[src/rtl/fetch_pipe_if.sv]
// Bus between fetch_pipe and its neighbours: controller enables, instruction memory and the
// pipeline words/PCs handed to the controller. Clock and reset stay outside the bundle.
interface fetch_pipe_if #(
    parameter int unsigned COUNT_W = 16
);
    logic               PCwrite;
    logic               PCSel;
    logic [7:0]         branch_target;
    logic               IRload;
    logic               IR1_Sel;
    logic               IR3load;
    logic               IR4load;
    logic               PCWrite2;
    logic               PCWrite3;
    logic               IncCount;
    logic [7:0]         imem_rdata;
    logic [7:0]         imem_addr;
    logic [7:0]         Next_IR;
    logic [7:0]         IR;
    logic [7:0]         IR3;
    logic [7:0]         IR4;
    logic [7:0]         pc2;
    logic [7:0]         pc3;
    logic [COUNT_W-1:0] inst_count;
    logic               halted;

    // Controller and memory side.
    modport master (
        output PCwrite, PCSel, branch_target, IRload, IR1_Sel, IR3load, IR4load,
               PCWrite2, PCWrite3, IncCount, imem_rdata,
        input  imem_addr, Next_IR, IR, IR3, IR4, pc2, pc3, inst_count, halted
    );

    // Fetch pipeline side.
    modport slave (
        input  PCwrite, PCSel, branch_target, IRload, IR1_Sel, IR3load, IR4load,
               PCWrite2, PCWrite3, IncCount, imem_rdata,
        output imem_addr, Next_IR, IR, IR3, IR4, pc2, pc3, inst_count, halted
    );
endinterface

[src/rtl/fetch_pipe.sv]
// Instruction fetch and pipeline registers: PC, IR/IR3/IR4 stages, in-flight PCs, instruction
// counter and STOP flag. Every load enable comes from the controller.
module fetch_pipe #(
    parameter logic [7:0]  NOP_WORD = 8'h0A,
    parameter int unsigned COUNT_W  = 16
) (
    input logic         clock,
    input logic         reset,
    fetch_pipe_if.slave bus
);

    localparam logic [3:0]         StopOpcode = 4'b0001;
    localparam logic [COUNT_W-1:0] CountOne   = {{(COUNT_W-1){1'b0}}, 1'b1};

    logic [7:0]         pc_q,     pc_d;
    logic [7:0]         ir_q,     ir_d;
    logic [7:0]         ir3_q,    ir3_d;
    logic [7:0]         ir4_q,    ir4_d;
    logic [7:0]         pc2_q,    pc2_d;
    logic [7:0]         pc3_q,    pc3_d;
    logic [COUNT_W-1:0] count_q,  count_d;
    logic               halted_q, halted_d;

    always_comb begin
        pc_d     = pc_q;
        ir_d     = ir_q;
        ir3_d    = ir3_q;
        ir4_d    = ir4_q;
        pc2_d    = pc2_q;
        pc3_d    = pc3_q;
        count_d  = count_q;
        halted_d = halted_q;

        if (bus.PCwrite) begin
            pc_d = bus.PCSel ? (pc_q + 8'd1) : bus.branch_target;
        end

        // The halt flag follows the word entering IR, so a flush bubble clears it.
        if (bus.IRload) begin
            ir_d     = bus.IR1_Sel ? NOP_WORD : bus.imem_rdata;
            halted_d = (ir_d[3:0] == StopOpcode);
        end

        // Downstream stages take the pre-edge value of their upstream neighbour.
        if (bus.IR3load) begin
            ir3_d = ir_q;
        end
        if (bus.IR4load) begin
            ir4_d = ir3_q;
        end
        if (bus.PCWrite2) begin
            pc2_d = pc_q;
        end
        if (bus.PCWrite3) begin
            pc3_d = pc2_q;
        end

        if (bus.IncCount) begin
            count_d = count_q + CountOne;
        end
    end

    always_ff @(posedge clock) begin
        if (!reset) begin
            pc_q     <= 8'h00;
            ir_q     <= NOP_WORD;
            ir3_q    <= NOP_WORD;
            ir4_q    <= NOP_WORD;
            pc2_q    <= 8'h00;
            pc3_q    <= 8'h00;
            count_q  <= '0;
            halted_q <= 1'b0;
        end else begin
            pc_q     <= pc_d;
            ir_q     <= ir_d;
            ir3_q    <= ir3_d;
            ir4_q    <= ir4_d;
            pc2_q    <= pc2_d;
            pc3_q    <= pc3_d;
            count_q  <= count_d;
            halted_q <= halted_d;
        end
    end

    assign bus.imem_addr  = pc_q;
    assign bus.Next_IR    = bus.imem_rdata;
    assign bus.IR         = ir_q;
    assign bus.IR3        = ir3_q;
    assign bus.IR4        = ir4_q;
    assign bus.pc2        = pc2_q;
    assign bus.pc3        = pc3_q;
    assign bus.inst_count = count_q;
    assign bus.halted     = halted_q;

endmodule

[src/flat_wrapper.sv]
// flat-port wrapper written by rule: the top's interface ports become plain ports
module fetch_pipe_flat 
#(
    parameter logic [7:0]  NOP_WORD = 8'h0A,
    parameter int unsigned COUNT_W  = 16
)
  (clock, reset, bus_PCwrite, bus_PCSel, bus_branch_target, bus_IRload, bus_IR1_Sel, bus_IR3load, bus_IR4load, bus_PCWrite2, bus_PCWrite3, bus_IncCount, bus_imem_rdata, bus_imem_addr, bus_Next_IR, bus_IR, bus_IR3, bus_IR4, bus_pc2, bus_pc3, bus_inst_count, bus_halted);
  fetch_pipe_if #(.COUNT_W(COUNT_W)) bus_i ();
  input logic clock;
  input logic reset;
  input wire logic [$bits(bus_i.PCwrite)-1:0] bus_PCwrite;
  input wire logic [$bits(bus_i.PCSel)-1:0] bus_PCSel;
  input wire logic [$bits(bus_i.branch_target)-1:0] bus_branch_target;
  input wire logic [$bits(bus_i.IRload)-1:0] bus_IRload;
  input wire logic [$bits(bus_i.IR1_Sel)-1:0] bus_IR1_Sel;
  input wire logic [$bits(bus_i.IR3load)-1:0] bus_IR3load;
  input wire logic [$bits(bus_i.IR4load)-1:0] bus_IR4load;
  input wire logic [$bits(bus_i.PCWrite2)-1:0] bus_PCWrite2;
  input wire logic [$bits(bus_i.PCWrite3)-1:0] bus_PCWrite3;
  input wire logic [$bits(bus_i.IncCount)-1:0] bus_IncCount;
  input wire logic [$bits(bus_i.imem_rdata)-1:0] bus_imem_rdata;
  output wire logic [$bits(bus_i.imem_addr)-1:0] bus_imem_addr;
  output wire logic [$bits(bus_i.Next_IR)-1:0] bus_Next_IR;
  output wire logic [$bits(bus_i.IR)-1:0] bus_IR;
  output wire logic [$bits(bus_i.IR3)-1:0] bus_IR3;
  output wire logic [$bits(bus_i.IR4)-1:0] bus_IR4;
  output wire logic [$bits(bus_i.pc2)-1:0] bus_pc2;
  output wire logic [$bits(bus_i.pc3)-1:0] bus_pc3;
  output wire logic [$bits(bus_i.inst_count)-1:0] bus_inst_count;
  output wire logic [$bits(bus_i.halted)-1:0] bus_halted;
  assign bus_i.PCwrite = bus_PCwrite;
  assign bus_i.PCSel = bus_PCSel;
  assign bus_i.branch_target = bus_branch_target;
  assign bus_i.IRload = bus_IRload;
  assign bus_i.IR1_Sel = bus_IR1_Sel;
  assign bus_i.IR3load = bus_IR3load;
  assign bus_i.IR4load = bus_IR4load;
  assign bus_i.PCWrite2 = bus_PCWrite2;
  assign bus_i.PCWrite3 = bus_PCWrite3;
  assign bus_i.IncCount = bus_IncCount;
  assign bus_i.imem_rdata = bus_imem_rdata;
  assign bus_imem_addr = bus_i.imem_addr;
  assign bus_Next_IR = bus_i.Next_IR;
  assign bus_IR = bus_i.IR;
  assign bus_IR3 = bus_i.IR3;
  assign bus_IR4 = bus_i.IR4;
  assign bus_pc2 = bus_i.pc2;
  assign bus_pc3 = bus_i.pc3;
  assign bus_inst_count = bus_i.inst_count;
  assign bus_halted = bus_i.halted;
  fetch_pipe #(.NOP_WORD(NOP_WORD), .COUNT_W(COUNT_W)) u_core (.clock(clock), .reset(reset), .bus(bus_i));
endmodule
[config.mk]
export PLATFORM = sky130hd
export DESIGN_NAME = fetch_pipe_flat
export DESIGN_NICKNAME = d
export VERILOG_FILES = /design/src/rtl/fetch_pipe_if.sv /design/src/rtl/fetch_pipe.sv /design/src/flat_wrapper.sv
export SDC_FILE = /design/constraint.sdc
export NUM_CORES = 1
export LEC_CHECK = 0
export ABC_AREA = 1
export ABC_CLOCK_PERIOD_IN_PS = 1200
export CAP_MARGIN = 20
export CORE_UTILIZATION = 40
export CTS_BUF_LIST = sky130_fd_sc_hd__clkbuf_8 sky130_fd_sc_hd__clkbuf_16
export CTS_CLUSTER_DIAMETER = 120
export DETAILED_ROUTE_END_ITERATION = 7
export PLACE_DENSITY = 0.87
export SLEW_MARGIN = 15
export SYNTH_ARGS = -nofsm -noshare
export SYNTH_HDL_FRONTEND = slang
export SYNTH_SLANG_ARGS = --single-unit
[constraint.sdc]
create_clock -name clock -period 1.2 [get_ports clock]
set_clock_uncertainty 0.15 [all_clocks]
set_input_delay 0.18 -clock clock [delete_from_list [all_inputs] [get_ports clock]]
set_output_delay 0.18 -clock clock [all_outputs]
set_load 0.005 [all_outputs]
# After elaboration in Yosys (flattened, before gate mapping)
# Index checks and enable logic that the tools add are counted.
[word_totals]
ff_bits = 65
output_inout_bits = 73
[op_classes]
addsub = 2
eq_ne = 1
mux = 2
[ops]
columns = ["op", "n"]
rows = [
  ["$add A16 B1 Y16 const B", 1],
  ["$mux W8", 2],
  ["$add A8 B1 Y8 const B", 1],
  ["$eq A4 B1 Y1 const B", 1],
]

# Depth between registers and ports, before layout
# Gate-level depths: netlist (run 1).
[depth]
word_depth = 2
mapped_depth = 9
depth_no_buf = 9

# Worst setup path before layout (run 1)
# No wires, ideal clock.
[synth_path]
kind = "register to register"
start = "register u_core.count_q[1], in the netlist u_core.bus.inst_count[1]"
end = "register u_core.count_q[10], in the netlist u_core.bus.inst_count[10]"
setup_time_ns = 0.117
arrival_time_ns = 1.137
required_time_ns = 0.933
slack_ns = -0.204
path_stages_with_launch = 9
n_path_buf = 0
synth_period_minus_slack_ns = 1.404
path_cell_list = "dfxtp_1 ha_1 nand2_2 nor2_4 nand2_1 nor2_2 nand2_1 o21ai_1 a21oi_1"
[synth_via]
elab_chain_len = 1
[synth_lines]
columns = ["item", "line", "rtl"]
rows = [
  ["start: declaration", "fetch_pipe.sv:21", "logic [COUNT_W-1:0] count_q, count_d;"],
  ["start signal: assignment", "fetch_pipe.sv:80", "count_q <= count_d;"],
  ["$add A16 B1 Y16", "fetch_pipe.sv:59", "count_d = count_q + CountOne;"],
]
# No other way between the ends.
# A chain may end at the register's enable or synchronous reset.

# Worst setup path after layout (run 1)
[layout_path]
start = "register u_core.count_q[0], in the netlist u_core.bus.inst_count[0]"
end = "register u_core.count_q[10], in the netlist u_core.bus.inst_count[10]"
# The elaborated chain is that of the path after synthesis.

==> results of run 1 <==
-- power groups by stage --
stage | Sequential, mW | Clock [mW] | Combinational [mW]
after floorplan | 2.39 | 0 | 0.250
after global placement | 2.38 | 0 | 0.757
after detailed placement | 2.38 | 0 | 0.779
after CTS | 2.34 | 2.02 | 0.764
after global routing | 2.35 | 2.13 | 0.904
final | 2.35 | 1.99 | 0.835
-- worst max-delay path: stages, from the launching register on --
cell and delay [ns]:
sky130_fd_sc_hd__dfxtp_4 0.39, sky130_fd_sc_hd__ha_4 0.15, sky130_fd_sc_hd__nand2_4 0.06, sky130_fd_sc_hd__nor2_4 0.13
sky130_fd_sc_hd__nand2_2 0.09, sky130_fd_sc_hd__nor2_4 0.12, sky130_fd_sc_hd__nand2_4 0.08, sky130_fd_sc_hd__o21ai_2 0.15
sky130_fd_sc_hd__a21oi_1 0.07
-- registers in the layout, indices dropped and copies added (netlist names) --
register,count
u_core.bus.IR,8
u_core.bus.IR3,8
u_core.bus.IR4,8
u_core.bus.halted,1
u_core.bus.imem_addr,8
u_core.bus.inst_count,16
u_core.bus.pc2,8
u_core.bus.pc3,8
-- cell families after synthesis --
logic type	after synthesis	synth area share, %
xor gates and xnor gates	2	0.653
adders and majority gates	2	0.932
DFF	65	48.5
buffers and inverters	54	8.86
and+or+nand+nor	163	25.7
AOI/OAI and AO/OA	78	15.3
-- area by class of cell --
type	count	area, um^2	share of cell area [%]
Clock buffer	10	138	2.91
Clock inverter	5	72.6	1.54
Inverter	35	135	2.86
Multi-Input combinational cell	245	1340	28.4
Sequential cell	65	1390	29.5
Tap cell	77	96.3	2.04
Timing Repair Buffer	201	1550	32.8
-- layout by cell type, fill, tap and decap left out, types with 5 or more instances in the layout --
| cell | instances |
|---|---|
| sky130_fd_sc_hd__buf_2 | 50 |
| sky130_fd_sc_hd__nor2_4 | 6 |
| sky130_fd_sc_hd__nand2_2 | 7 |
| sky130_fd_sc_hd__nand3_2 | 7 |
| sky130_fd_sc_hd__clkdlybuf4s50_1 | 22 |
| sky130_fd_sc_hd__clkbuf_2 | 12 |
| sky130_fd_sc_hd__inv_1 | 32 |
| sky130_fd_sc_hd__a21oi_2 | 7 |
| sky130_fd_sc_hd__dfxtp_2 | 57 |
| sky130_fd_sc_hd__a21oi_1 | 22 |
| sky130_fd_sc_hd__buf_4 | 87 |
| sky130_fd_sc_hd__nand3_1 | 7 |
| sky130_fd_sc_hd__clkbuf_8 | 10 |
| sky130_fd_sc_hd__buf_6 | 20 |
| sky130_fd_sc_hd__dfxtp_4 | 5 |
| sky130_fd_sc_hd__o21ai_0 | 33 |
| sky130_fd_sc_hd__nor2_1 | 66 |
| sky130_fd_sc_hd__nand2_1 | 54 |
-- through the flow --
| step | cell area, um^2 | hold slack [ns] |
|---|---|---|
| global placement | 4250 | 0.305 |
| floorplan | 2740 | 0.109 |
| detailed placement | 4250 | 0.305 |
| global route | 4720 | 0.172 |
| CTS | 4640 | 0.193 |
| finish | 4720 | 0.176 |
-- what timing repair did --
item                                    4_1_cts  5_1_grt
hold buffers                                  0        0
resized for setup                           356       45
endpoints found under the hold margin         0        0
gates cloned                                  0        1
endpoints found under the setup margin       88       45
setup buffers                                31        5
pin swaps                                    14       14
-- layer usage --
metal / part of all wire, % / global-route usage [%]
met3: 5.9 / 4.85
met1: 37 / 28.1
met4: 4.9 / 17.2
met5: 0 / 0
met2: 52 / 46.7
-- worst paths after layout --
kind	startpoint	end	slack, ns	cells after the start
hold / removal	bus_PCwrite	u_core.bus.imem_addr[4]	0.18	3
hold reg to reg	u_core.bus.IR4[3]	u_core.bus.IR4[3]	0.31	2
setup reg to reg	u_core.bus.inst_count[0]	u_core.bus.inst_count[10]	-0.31	8
setup / recovery	u_core.bus.inst_count[0]	u_core.bus.inst_count[10]	-0.31	8
==> flow_summary.html, run 1 <==
<table>
<tr><th>Metric</th><th>Value</th></tr>
<tr><th colspan="2">Floorplanning</th></tr>
<tr><td>Vertical die dimension</td><td>83.9 um</td></tr>
<tr><td>IO Count</td><td>100</td></tr>
<tr><td>Die W</td><td>83.9 um</td></tr>
<tr><td>Core Area</td><td>6420 um^2</td></tr>
<tr><td>Starting Density</td><td>41.8%</td></tr>
<tr><td># rows</td><td>29</td></tr>
<tr><td>DIE AREA</td><td>7040 um^2</td></tr>
<tr><th colspan="2">Synthesis</th></tr>
<tr><td>Top flip-flop cell by instance count after synthesis</td><td>sky130_fd_sc_hd__dfxtp_1</td></tr>
<tr><td>Cell types occupying the most area after synthesis</td><td>sky130_fd_sc_hd__dfxtp_1 48%, sky130_fd_sc_hd__nor2_1 9.7%, sky130_fd_sc_hd__nand2_1 8.7%</td></tr>
<tr><td>Synthesized net count</td><td>393</td></tr>
<tr><td>Part of the Yosys area used for sequential elements</td><td>48.5%</td></tr>
<tr><td>FFs w/ async S/R, synth</td><td>0%</td></tr>
<tr><td>Ys Warns</td><td>0</td></tr>
<tr><td>Synth unique cells</td><td>32</td></tr>
<tr><td>Average cell area after synthesis</td><td>7.37 um^2</td></tr>
<tr><td>Most frequent cell after synthesis</td><td>sky130_fd_sc_hd__nor2_1</td></tr>
<tr><td>Flop and latch count out of synthesis</td><td>65</td></tr>
<tr><td>Most frequent cells after synthesis</td><td>69 x sky130_fd_sc_hd__nor2_1, 65 x sky130_fd_sc_hd__dfxtp_1, 62 x sky130_fd_sc_hd__nand2_1</td></tr>
<tr><td>Synthesized instance count</td><td>364</td></tr>
<tr><td>Number of synthesized flops with an enable pin</td><td>0</td></tr>
<tr><td>Biggest area consumer among synthesized cells</td><td>sky130_fd_sc_hd__dfxtp_1</td></tr>
<tr><td>Post-Synthesis Cell Area</td><td>2680 um^2</td></tr>
<tr><td>Fraction of synthesized cell area taken by the top area cell type</td><td>48.5%</td></tr>
<tr><th colspan="2">Status</th></tr>
<tr><td>Violated checks</td><td>design-rule violations, negative setup slack</td></tr>
<tr><td>Run status</td><td>complete, but fails checks</td></tr>
<tr><th colspan="2">Placed design</th></tr>
<tr><td>Post-placement worst setup slack</td><td>-0.509 ns</td></tr>
<tr><td>Post-DP HPWL</td><td>5640 um</td></tr>
<tr><td>Final weighted congestion of routability-driven global placement</td><td>0.825</td></tr>
<tr><td>Port bufs</td><td>99</td></tr>
<tr><td>Placed insts</td><td>588</td></tr>
<tr><th colspan="2">Pwr</th></tr>
<tr><td>Switching Power</td><td>1.26 mW</td></tr>
<tr><td>Areal power density over the cells</td><td>1090 nW/um^2</td></tr>
<tr><td>Overall Power</td><td>5.17 mW</td></tr>
<tr><td>Power share of the clock group</td><td>38.5%</td></tr>
<tr><td>Comb pwr share</td><td>16.1%</td></tr>
<tr><td>Switching portion of total power</td><td>24.3%</td></tr>
<tr><td>Pleak</td><td>2.30 nW</td></tr>
<tr><td>Internal power summed over all cells</td><td>3.91 mW</td></tr>
<tr><td>Part of the total power dissipated in sequential elements</td><td>45.4%</td></tr>
<tr><td>Worst-case vdd ir drop</td><td>0.627 mV</td></tr>
<tr><th colspan="2">Final layout</th></tr>
<tr><td>Count of nets after finishing</td><td>586</td></tr>
<tr><td>Non-filler instance count after layout</td><td>638</td></tr>
<tr><td>Core occupancy in the finished layout</td><td>73.5%</td></tr>
<tr><td>Share of final-layout standard cells stronger than drive strength 1</td><td>53.7%</td></tr>
<tr><td>Fill cells</td><td>475</td></tr>
<tr><td>Antenna fix cells</td><td>0</td></tr>
<tr><td>P&amp;R area growth vs syn</td><td>76.0%</td></tr>
<tr><th colspan="2">STA</th></tr>
<tr><td>Worst Tran Pin Value</td><td>0.327 ns</td></tr>
<tr><td>RSZ-0062 raised after global routing</td><td>true</td></tr>
<tr><td>Final Cycle Share</td><td>126%</td></tr>
<tr><td>Final-report max-slew violation count</td><td>0</td></tr>
<tr><td>Min Tclk post-route</td><td>1.51 ns</td></tr>
<tr><td>Number of failing setup endpoints in the final timing report</td><td>25</td></tr>
<tr><td>Worst Slack Setup Final</td><td>-0.312 ns</td></tr>
<tr><td>Worst max-slew margin expressed relative to the limit</td><td>78.0%</td></tr>
<tr><td>Setup_tns</td><td>-3.31 ns</td></tr>
<tr><td>Peak Freq</td><td>661 MHz</td></tr>
<tr><td>Number of hold violations in the final report</td><td>0</td></tr>
<tr><th colspan="2">Setup path</th></tr>
<tr><td>Crit end category</td><td>flop</td></tr>
<tr><td>Top fanout value on the critical path</td><td>5</td></tr>
<tr><td>Worst setup path class</td><td>flop to flop</td></tr>
<tr><td>Data required, critical path</td><td>1.27 ns</td></tr>
<tr><td>Launching element type of the critical path</td><td>flop</td></tr>
<tr><td>Signal arrival time at the worst endpoint</td><td>1.58 ns</td></tr>
<tr><th colspan="2">Clock network</th></tr>
<tr><td>Number of sinks driven by the clock tree</td><td>65</td></tr>
<tr><td>Total CTS buffers</td><td>9</td></tr>
<tr><td>Reg clk slew, reported paths</td><td>0.07 ns</td></tr>
<tr><td>CTS tree</td><td>yes</td></tr>
<tr><td>Clock latency at the later pin of the worst-skew pair</td><td>0.34 ns</td></tr>
<tr><td>Deepest level of the CTS H-tree</td><td>3</td></tr>
<tr><td>Root buffer selected by CTS</td><td>sky130_fd_sc_hd__clkbuf_8</td></tr>
<tr><td>Deepest clock path buffer count</td><td>2</td></tr>
<tr><th colspan="2">Min path</th></tr>
<tr><td>Worst Hold Class</td><td>input port to flop</td></tr>
<tr><th colspan="2">Global routing</th></tr>
<tr><td>Total global routing track utilization</td><td>26.2%</td></tr>
<tr><td>Initial antenna violation count</td><td>0</td></tr>
<tr><td>Total gr overflow</td><td>0</td></tr>
<tr><td>Wire length of the first global-routing pass</td><td>14700 um</td></tr>
<tr><td>Pin count of the biggest net entering global routing</td><td>48</td></tr>
<tr><td>Via count of the first global-routing pass</td><td>3220</td></tr>
<tr><th colspan="2">Route</th></tr>
<tr><td>Initial DRC Count</td><td>175</td></tr>
<tr><td>Detailed Route WL</td><td>9640 um</td></tr>
<tr><td>Routed vias</td><td>3280</td></tr>
<tr><td>Final ANT Viol Nets</td><td>0</td></tr>
<tr><td>Via count normalized by instance count</td><td>5.14</td></tr>
<tr><td>Drt first pass iters</td><td>6</td></tr>
<tr><td>Wirelength per Cell</td><td>15.1 um</td></tr>
<tr><td>Remaining DRCs</td><td>6</td></tr>
<tr><th colspan="2">Run</th></tr>
<tr><td>Maximum Capacitance Violations</td><td>0</td></tr>
</table>
No activity file was read; power rests on OpenSTA's default activity.
==> inputs of run 2 (changes only) <==
--- a/config.mk
+++ b/config.mk
@@ -8,11 +8,11 @@
 export ABC_AREA = 1
 export ABC_CLOCK_PERIOD_IN_PS = 1200
 export CAP_MARGIN = 20
-export CORE_UTILIZATION = 40
-export CTS_BUF_LIST = sky130_fd_sc_hd__clkbuf_8 sky130_fd_sc_hd__clkbuf_16
+export CORE_UTILIZATION = 41
+export CTS_BUF_LIST = sky130_fd_sc_hd__clkbuf_2
 export CTS_CLUSTER_DIAMETER = 120
 export DETAILED_ROUTE_END_ITERATION = 7
-export PLACE_DENSITY = 0.87
+export PLACE_DENSITY = 0.89
 export SLEW_MARGIN = 15
 export SYNTH_ARGS = -nofsm -noshare
 export SYNTH_HDL_FRONTEND = slang
==> flow_summary.html, run 2 (same netlist as run 1, synthesis figures left out) <==
<table>
<tr><th>Metric</th><th>Value</th></tr>
<tr><th colspan="2">STA</th></tr>
<tr><td>RSZ-0062 raised after global routing</td><td>true (unchanged)</td></tr>
<tr><td>Final Cycle Share</td><td>133% (was 126%)</td></tr>
<tr><td>Number of failing setup endpoints in the final timing report</td><td>84 (was 25)</td></tr>
<tr><td>Peak Freq</td><td>626 MHz (was 661 MHz)</td></tr>
<tr><td>Worst max-slew margin expressed relative to the limit</td><td>74.6% (was 78.0%)</td></tr>
<tr><td>Worst Slack Setup Final</td><td>-0.397 ns (was -0.312 ns)</td></tr>
<tr><td>Number of hold violations in the final report</td><td>0 (unchanged)</td></tr>
<tr><td>Final-report max-slew violation count</td><td>0 (unchanged)</td></tr>
<tr><td>Worst Tran Pin Value</td><td>0.380 ns (was 0.327 ns)</td></tr>
<tr><td>Min Tclk post-route</td><td>1.60 ns (was 1.51 ns)</td></tr>
<tr><th colspan="2">Setup path</th></tr>
<tr><td>Slowest cell on the critical path</td><td>sky130_fd_sc_hd__dfxtp_4 (unchanged)</td></tr>
<tr><td>Data required, critical path</td><td>1.43 ns (was 1.27 ns)</td></tr>
<tr><td>Reg-to-reg critical path endpoint</td><td>u_core.bus.inst_count[12] (was u_core.bus.inst_count[10])</td></tr>
<tr><td>Start point of the critical path</td><td>u_core.bus.inst_count[1] (was u_core.bus.inst_count[0])</td></tr>
<tr><td>Signal arrival time at the worst endpoint</td><td>1.82 ns (was 1.58 ns)</td></tr>
<tr><td>Crit end category</td><td>flop (unchanged)</td></tr>
<tr><td>Worst Reg2Reg Path Length in Cells</td><td>9 (was 8)</td></tr>
<tr><td>Launching element type of the critical path</td><td>flop (unchanged)</td></tr>
<tr><td>CP Cell Sequence</td><td>buf_6 &gt; ha_4 &gt; nand2_4 &gt; nor2_4 &gt; nand2_2 &gt; nor2_4 &gt; nand2_4 &gt; o21ai_2 &gt; a21oi_1 (was ha_4 &gt; nand2_4 &gt; nor2_4 &gt; nand2_2 &gt; nor2_4 &gt; nand2_4 &gt; o21ai_2 &gt; a21oi_1)</td></tr>
<tr><td>Top fanout value on the critical path</td><td>3 (was 5)</td></tr>
<tr><td>Worst setup path class</td><td>flop to flop (unchanged)</td></tr>
<tr><td>Flop-to-flop setup slack</td><td>-0.40 ns (was -0.31 ns)</td></tr>
<tr><td>Reg-to-reg critical path startpoint</td><td>u_core.bus.inst_count[1] (was u_core.bus.inst_count[0])</td></tr>
<tr><td>CP peak stage delay</td><td>0.39 ns (about the same)</td></tr>
<tr><th colspan="2">Pwr</th></tr>
<tr><td>Worst-case vdd ir drop</td><td>0.567 mV (was 0.627 mV)</td></tr>
<tr><td>Overall Power</td><td>4.48 mW (was 5.17 mW)</td></tr>
<tr><td>Pleak</td><td>2.25 nW (was 2.30 nW)</td></tr>
<tr><td>Areal power density over the cells</td><td>960 nW/um^2 (was 1090 nW/um^2)</td></tr>
<tr><th colspan="2">Route</th></tr>
<tr><td>Detailed Route WL</td><td>9160 um (was 9640 um)</td></tr>
<tr><td>Via count normalized by instance count</td><td>5.08 (was 5.14)</td></tr>
<tr><td>Drt first pass iters</td><td>4 (was 6)</td></tr>
<tr><td>Remaining DRCs</td><td>0 (was 6)</td></tr>
<tr><td>Initial DRC Count</td><td>138 (was 175)</td></tr>
<tr><td>Wirelength per Cell</td><td>14.5 um (was 15.1 um)</td></tr>
<tr><td>Final ANT Viol Nets</td><td>0 (unchanged)</td></tr>
<tr><td>Routed vias</td><td>3214 (was 3280)</td></tr>
<tr><th colspan="2">Clock network</th></tr>
<tr><td>Deepest level of the CTS H-tree</td><td>3 (unchanged)</td></tr>
<tr><td>Clock latency at the later pin of the worst-skew pair</td><td>0.48 ns (was 0.34 ns)</td></tr>
<tr><td>CTS tree</td><td>yes (unchanged)</td></tr>
<tr><td>Deepest clock path buffer count</td><td>2 (unchanged)</td></tr>
<tr><td>Number of sinks driven by the clock tree</td><td>65 (unchanged)</td></tr>
<tr><td>Total CTS buffers</td><td>9 (unchanged)</td></tr>
<tr><td>Reg clk slew, reported paths</td><td>0.19 ns (was 0.07 ns)</td></tr>
<tr><td>Root buffer selected by CTS</td><td>sky130_fd_sc_hd__clkbuf_2 (was sky130_fd_sc_hd__clkbuf_8)</td></tr>
<tr><th colspan="2">Global routing</th></tr>
<tr><td>Via count of the first global-routing pass</td><td>3046 (was 3220)</td></tr>
<tr><td>Pin count of the biggest net entering global routing</td><td>48 (unchanged)</td></tr>
<tr><td>Total gr overflow</td><td>0 (unchanged)</td></tr>
<tr><td>Total global routing track utilization</td><td>24.7% (was 26.2%)</td></tr>
<tr><td>Wire length of the first global-routing pass</td><td>13700 um (was 14700 um)</td></tr>
<tr><td>Initial antenna violation count</td><td>0 (unchanged)</td></tr>
<tr><th colspan="2">Floorplanning</th></tr>
<tr><td>Core Area</td><td>6350 um^2 (was 6420 um^2)</td></tr>
<tr><td># rows</td><td>29 (unchanged)</td></tr>
<tr><td>Starting Density</td><td>42.3% (was 41.8%)</td></tr>
<tr><td>Vertical die dimension</td><td>82.9 um (was 83.9 um)</td></tr>
<tr><td>IO Count</td><td>100 (unchanged)</td></tr>
<tr><td>DIE AREA</td><td>6870 um^2 (was 7040 um^2)</td></tr>
<tr><td>Die W</td><td>82.9 um (was 83.9 um)</td></tr>
<tr><th colspan="2">Final layout</th></tr>
<tr><td>Top library cells by usage in the layout, fill and taps aside</td><td>82 x sky130_fd_sc_hd__buf_4, 66 x sky130_fd_sc_hd__nor2_1, 60 x sky130_fd_sc_hd__dfxtp_2, 52 x sky130_fd_sc_hd__nand2_1, 39 x sky130_fd_sc_hd__buf_2 (was 87 x sky130_fd_sc_hd__buf_4, 66 x sky130_fd_sc_hd__nor2_1, 57 x sky130_fd_sc_hd__dfxtp_2, 54 x sky130_fd_sc_hd__nand2_1, 50 x sky130_fd_sc_hd__buf_2)</td></tr>
<tr><td>Antenna fix cells</td><td>0 (unchanged)</td></tr>
<tr><td>Share of final-layout standard cells stronger than drive strength 1</td><td>53.2% (was 53.7%)</td></tr>
<tr><td>Count of nets after finishing</td><td>580 (was 586)</td></tr>
<tr><td>P&amp;R area growth vs syn</td><td>73.9% (was 76.0%)</td></tr>
<tr><td>Leading cell type in the layout, fill and taps excluded</td><td>sky130_fd_sc_hd__buf_4 (unchanged)</td></tr>
<tr><td>Fill cells</td><td>456 (was 475)</td></tr>
<tr><td>Number of flip-flops under the largest register name</td><td>16 (unchanged)</td></tr>
<tr><td>Core occupancy in the finished layout</td><td>73.5% (about the same)</td></tr>
<tr><th colspan="2">Run</th></tr>
<tr><td>Maximum Capacitance Violations</td><td>0 (unchanged)</td></tr>
<tr><th colspan="2">Placed design</th></tr>
<tr><td>Final weighted congestion of routability-driven global placement</td><td>0.888 (was 0.825)</td></tr>
<tr><td>Post-DP HPWL</td><td>5650 um (was 5640 um)</td></tr>
<tr><td>Port bufs</td><td>99 (unchanged)</td></tr>
<tr><th colspan="2">Min path</th></tr>
<tr><td>Min-delay src</td><td>bus_imem_rdata[4] (was bus_PCwrite)</td></tr>
<tr><td>Worst Hold Class</td><td>input port to flop (unchanged)</td></tr>
<tr><td>Hold depth</td><td>4 (was 3)</td></tr>
<tr><td>Endpoint with the worst hold slack</td><td>u_core.bus.IR[4] (was u_core.bus.imem_addr[4])</td></tr>
<tr><th colspan="2">Status</th></tr>
<tr><td>Run status</td><td>complete, but fails checks (unchanged)</td></tr>
<tr><td>Violated checks</td><td>negative setup slack (was design-rule violations, negative setup slack)</td></tr>
</table>
==> run 2: cell count changes in the layout (fill, tap and decap cells not counted), moves of 2 or more <==
cell                       previous run  this run
sky130_fd_sc_hd__a21oi_1             22        24
sky130_fd_sc_hd__a21oi_2              7         5
sky130_fd_sc_hd__buf_2               50        39
sky130_fd_sc_hd__buf_4               87        82
sky130_fd_sc_hd__buf_6               20        36
sky130_fd_sc_hd__clkbuf_2            12        15
sky130_fd_sc_hd__clkbuf_8            10         0
sky130_fd_sc_hd__clkinv_1             0         4
sky130_fd_sc_hd__dfxtp_1              3         0
sky130_fd_sc_hd__dfxtp_2             57        60
sky130_fd_sc_hd__inv_1               32        29
sky130_fd_sc_hd__nand2_1             54        52
sky130_fd_sc_hd__nand2_2              7         9
==> run 2: how the worst max path moves through the flow <==
stage                                      endpoint  depth (start not counted)  slack, ns
after global routing      u_core.bus.inst_count[12]                          9      -0.44
after floorplan           u_core.bus.inst_count[10]                          8      -0.11
after detailed placement  u_core.bus.inst_count[12]                          8      -0.55
final                     u_core.bus.inst_count[12]                          9      -0.40
after CTS                 u_core.bus.inst_count[12]                          9      -0.30
after global placement    u_core.bus.inst_count[14]                          9      -0.44
==> run 2: metrics by stage <==
stage	area (um^2)	instances	hold slack [ns]	TNS (ns)	worst slack (ns)
6_report	4670	633	0.0553	-9.02	-0.397
3_5_place_dp	4260	589	0.309	-18.20	-0.545
5_1_grt	4670	633	0.0299	-14.36	-0.435
3_3_place_gp	4260	589	0.304	-15.65	-0.443
4_1_cts	4490	627	0.0142	-10.77	-0.303
2_1_floorplan	2740	364	0.109	-0.429	-0.114
==> run 2: area by class of cell <==
type                            count  area [um^2]  share of cell area, %
Tap cell                           77         96.3                   2.06
Timing Repair Buffer              195         1590                   34.2
Clock buffer                       10         50.0                   1.07
Clock inverter                      6         58.8                   1.26
Sequential cell                    65         1400                   29.9
Inverter                           35          134                   2.87
Multi-Input combinational cell    245         1340                   28.7
==> run 2: critical path: cells and delay by family (launching register included) <==
kind | cells | cell delay, ns
compound gates | 2 | 0.20
fa+ha+maj | 1 | 0.13
buf+inv | 1 | 0.11
flops | 1 | 0.39
simple gates | 5 | 0.52
==> run 2: routing by layer <==
| layer | vias to the layer above | track usage (%) | wire length [um] |
|---|---|---|---|
| met1 | 1505 | 26.5 | 3570 |
| met2 | 130 | 46.3 | 4900 |
| li1 | 1556 | - | - |
| met4 | 0 | 12.2 | 206 |
| met5 | - | 0 | 0 |
| met3 | 23 | 4.27 | 482 |
==> run 2: power by group <==
group	leakage, nW	internal [mW]	switching [mW]
Clock	0.0670	0.477	0.793
Sequential	0.557	2.28	0.0693
Combinational	1.63	0.476	0.386
Total	2.25	3.23	1.25
==> run 2: repair_timing <==
| item | in CTS | in global routing |
|---|---|---|
| hold buffers | 0 | 1 |
| pin swaps | 12 | 8 |
| buffers inserted | 22 | 6 |
| hold endpoints to repair | 0 | 2 |
| endpoints found under the setup margin | 91 | 92 |
| resized for setup | 384 | 40 |
==> inputs of run 3 (changes only) <==
--- a/config.mk
+++ b/config.mk
@@ -12,7 +12,7 @@
 export CTS_BUF_LIST = sky130_fd_sc_hd__clkbuf_2
 export CTS_CLUSTER_DIAMETER = 120
 export DETAILED_ROUTE_END_ITERATION = 7
-export PLACE_DENSITY = 0.89
+export PLACE_DENSITY = 0.75
 export SLEW_MARGIN = 15
 export SYNTH_ARGS = -nofsm -noshare
 export SYNTH_HDL_FRONTEND = slang
==> flow_summary.html, run 3 (same netlist as run 1, synthesis figures left out) <==
<table>
<tr><th>Metric</th><th>Value</th></tr>
<tr><th colspan="2">Clock network</th></tr>
<tr><td>Deepest clock path buffer count</td><td>2 (unchanged)</td></tr>
<tr><td>Root buffer selected by CTS</td><td>sky130_fd_sc_hd__clkbuf_2 (unchanged)</td></tr>
<tr><td>CTS tree</td><td>yes (unchanged)</td></tr>
<tr><td>Reg clk slew, reported paths</td><td>0.18 ns (was 0.19 ns)</td></tr>
<tr><td>Number of sinks driven by the clock tree</td><td>65 (unchanged)</td></tr>
<tr><td>Clock latency at the later pin of the worst-skew pair</td><td>0.49 ns (was 0.48 ns)</td></tr>
<tr><td>Total CTS buffers</td><td>9 (unchanged)</td></tr>
<tr><td>Deepest level of the CTS H-tree</td><td>3 (unchanged)</td></tr>
<tr><th colspan="2">Setup path</th></tr>
<tr><td>Data required, critical path</td><td>1.44 ns (was 1.43 ns)</td></tr>
<tr><td>Launching element type of the critical path</td><td>flop (unchanged)</td></tr>
<tr><td>Signal arrival time at the worst endpoint</td><td>1.83 ns (was 1.82 ns)</td></tr>
<tr><td>Top fanout value on the critical path</td><td>3 (unchanged)</td></tr>
<tr><td>Worst setup path class</td><td>flop to flop (unchanged)</td></tr>
<tr><td>Worst Reg2Reg Path Length in Cells</td><td>9 (unchanged)</td></tr>
<tr><td>CP peak stage delay</td><td>0.40 ns (was 0.39 ns)</td></tr>
<tr><td>Crit end category</td><td>flop (unchanged)</td></tr>
<tr><td>CP Cell Sequence</td><td>buf_6 &gt; ha_4 &gt; nand2_4 &gt; nor2_4 &gt; nand2_2 &gt; nor2_4 &gt; nand2_4 &gt; o21ai_2 &gt; a21oi_1 (unchanged)</td></tr>
<tr><td>Slowest cell on the critical path</td><td>sky130_fd_sc_hd__dfxtp_4 (unchanged)</td></tr>
<tr><th colspan="2">Route</th></tr>
<tr><td>Remaining DRCs</td><td>0 (unchanged)</td></tr>
<tr><td>Final ANT Viol Nets</td><td>0 (unchanged)</td></tr>
<tr><td>Via count normalized by instance count</td><td>4.85 (was 5.08)</td></tr>
<tr><td>Initial DRC Count</td><td>127 (was 138)</td></tr>
<tr><td>Routed vias</td><td>3106 (was 3214)</td></tr>
<tr><td>Wirelength per Cell</td><td>13.1 um (was 14.5 um)</td></tr>
<tr><td>Detailed Route WL</td><td>8390 um (was 9160 um)</td></tr>
<tr><td>Drt first pass iters</td><td>5 (was 4)</td></tr>
<tr><th colspan="2">Final layout</th></tr>
<tr><td>P&amp;R area growth vs syn</td><td>76.3% (was 73.9%)</td></tr>
<tr><td>Antenna fix cells</td><td>0 (unchanged)</td></tr>
<tr><td>Number of flip-flops under the largest register name</td><td>16 (unchanged)</td></tr>
<tr><td>Share of final-layout standard cells stronger than drive strength 1</td><td>52.4% (was 53.2%)</td></tr>
<tr><td>Leading cell type in the layout, fill and taps excluded</td><td>sky130_fd_sc_hd__buf_4 (unchanged)</td></tr>
<tr><td>Final Instance Area</td><td>4730 um^2 (was 4670 um^2)</td></tr>
<tr><td>Count of nets after finishing</td><td>587 (was 580)</td></tr>
<tr><td>Top library cells by usage in the layout, fill and taps aside</td><td>88 x sky130_fd_sc_hd__buf_4, 66 x sky130_fd_sc_hd__nor2_1, 59 x sky130_fd_sc_hd__dfxtp_2, 56 x sky130_fd_sc_hd__nand2_1, 40 x sky130_fd_sc_hd__buf_2 (was 82 x sky130_fd_sc_hd__buf_4, 66 x sky130_fd_sc_hd__nor2_1, 60 x sky130_fd_sc_hd__dfxtp_2, 52 x sky130_fd_sc_hd__nand2_1, 39 x sky130_fd_sc_hd__buf_2)</td></tr>
<tr><th colspan="2">Run</th></tr>
<tr><td>Maximum Capacitance Violations</td><td>0 (unchanged)</td></tr>
<tr><th colspan="2">Min path</th></tr>
<tr><td>Hold depth</td><td>4 (unchanged)</td></tr>
<tr><td>Worst Hold Class</td><td>input port to flop (unchanged)</td></tr>
<tr><th colspan="2">STA</th></tr>
<tr><td>Worst Slack Setup Final</td><td>-0.388 ns (was -0.397 ns)</td></tr>
<tr><td>Min Tclk post-route</td><td>1.59 ns (was 1.60 ns)</td></tr>
<tr><td>Final Cycle Share</td><td>132% (was 133%)</td></tr>
<tr><td>Worst max-slew margin expressed relative to the limit</td><td>75.4% (was 74.6%)</td></tr>
<tr><td>Peak Freq</td><td>630 MHz (was 626 MHz)</td></tr>
<tr><td>Worst Tran Pin Value</td><td>0.369 ns (was 0.380 ns)</td></tr>
<tr><td>Number of hold violations in the final report</td><td>0 (unchanged)</td></tr>
<tr><td>Number of failing setup endpoints in the final timing report</td><td>86 (was 84)</td></tr>
<tr><td>RSZ-0062 raised after global routing</td><td>true (unchanged)</td></tr>
<tr><td>Final-report max-slew violation count</td><td>0 (unchanged)</td></tr>
<tr><th colspan="2">Floorplanning</th></tr>
<tr><td>Starting Density</td><td>42.3% (unchanged)</td></tr>
<tr><td># rows</td><td>29 (unchanged)</td></tr>
<tr><td>Die W</td><td>82.9 um (unchanged)</td></tr>
<tr><td>IO Count</td><td>100 (unchanged)</td></tr>
<tr><td>Core Area</td><td>6350 um^2 (unchanged)</td></tr>
<tr><td>DIE AREA</td><td>6870 um^2 (unchanged)</td></tr>
<tr><td>Vertical die dimension</td><td>82.9 um (unchanged)</td></tr>
<tr><th colspan="2">Global routing</th></tr>
<tr><td>Total global routing track utilization</td><td>23.9% (was 24.7%)</td></tr>
<tr><td>Pin count of the biggest net entering global routing</td><td>48 (unchanged)</td></tr>
<tr><td>Total gr overflow</td><td>0 (unchanged)</td></tr>
<tr><td>Initial antenna violation count</td><td>0 (unchanged)</td></tr>
<tr><td>Via count of the first global-routing pass</td><td>2989 (was 3046)</td></tr>
<tr><td>Wire length of the first global-routing pass</td><td>13300 um (was 13700 um)</td></tr>
<tr><th colspan="2">Placed design</th></tr>
<tr><td>Placement Cell Area</td><td>4290 um^2 (was 4260 um^2)</td></tr>
<tr><td>Port bufs</td><td>99 (unchanged)</td></tr>
<tr><td>Post-DP HPWL</td><td>5430 um (was 5650 um)</td></tr>
<tr><td>Post-placement worst setup slack</td><td>-0.483 ns (was -0.545 ns)</td></tr>
<tr><td>Final weighted congestion of routability-driven global placement</td><td>0.777 (was 0.888)</td></tr>
<tr><th colspan="2">Pwr</th></tr>
<tr><td>Pleak</td><td>2.31 nW (was 2.25 nW)</td></tr>
<tr><td>Areal power density over the cells</td><td>1030 nW/um^2 (was 960 nW/um^2)</td></tr>
<tr><td>Overall Power</td><td>4.89 mW (was 4.48 mW)</td></tr>
<tr><td>Worst-case vdd ir drop</td><td>0.996 mV (was 0.567 mV)</td></tr>
<tr><th colspan="2">Status</th></tr>
<tr><td>Violated checks</td><td>negative setup slack (unchanged)</td></tr>
<tr><td>Run status</td><td>complete, but fails checks (unchanged)</td></tr>
</table>
[run 3: cell type report]
class / count / area (um^2)
clock buffer: 10 / 50.0
clock inverter: 6 / 106
fill: 491 / 1620
inverter: 35 / 134
multi-input combinational: 245 / 1300
sequential: 65 / 1400
tap: 77 / 96.3
timing repair buffer: 202 / 1640
[run 3: path summary, 6_finish.rpt]
check	from	to	slack [ns]
setup / recovery	u_core.bus.inst_count[1]	u_core.bus.inst_count[12]	-0.39
hold / removal	bus_imem_rdata[2]	u_core.bus.IR[2]	0.05
setup reg to reg	u_core.bus.inst_count[1]	u_core.bus.inst_count[12]	-0.39
hold reg to reg	u_core.bus.IR4[3]	u_core.bus.IR4[3]	0.33
[run 3: power by group]
group          internal, mW  leakage (nW)  switching (mW)
clock                 0.897        0.0896           0.795
sequential             2.27         0.557          0.0663
combinational         0.486          1.66           0.369
total                  3.66          2.31            1.23
[run 3: routing by layer]
layer	GRT usage [%]	share of wire, %
met3	6.66	4.8
met1	27.2	43
met5	0	0
met4	12.2	2.1
met2	40.7	50
[run 3: through the flow]
stage	cells	util, %	hold WS [ns]	setup TNS [ns]
5_1_grt	640	74.5	0.0246	-15.78
4_1_cts	634	72.3	0.00908	-11.67
6_report	640	74.5	0.0535	-9.93
3_3_place_gp	593	67.5	0.306	-15.65
2_1_floorplan	364	-	0.109	-0.429
3_5_place_dp	593	67.5	0.297	-16.92
[run 3: what timing repair did]
action | 4_1_cts | 5_1_grt
gates cloned | 0 | 0
setup buffers | 24 | 6
resized for setup | 384 | 33
endpoints found under the hold margin | 1 | 0
hold buffers | 1 | 0
pin swaps | 16 | 6
setup endpoints to repair | 88 | 92
[run 3: critical path, delay by kind of cell (launching register included)]
kind | cells | cell delay (ns)
AND/OR/NAND/NOR | 5 | 0.53
AO/OA/AOI/OAI | 2 | 0.19
flip-flops | 1 | 0.40
buffers and inverters | 1 | 0.10
adder cells (fa/ha/maj) | 1 | 0.12
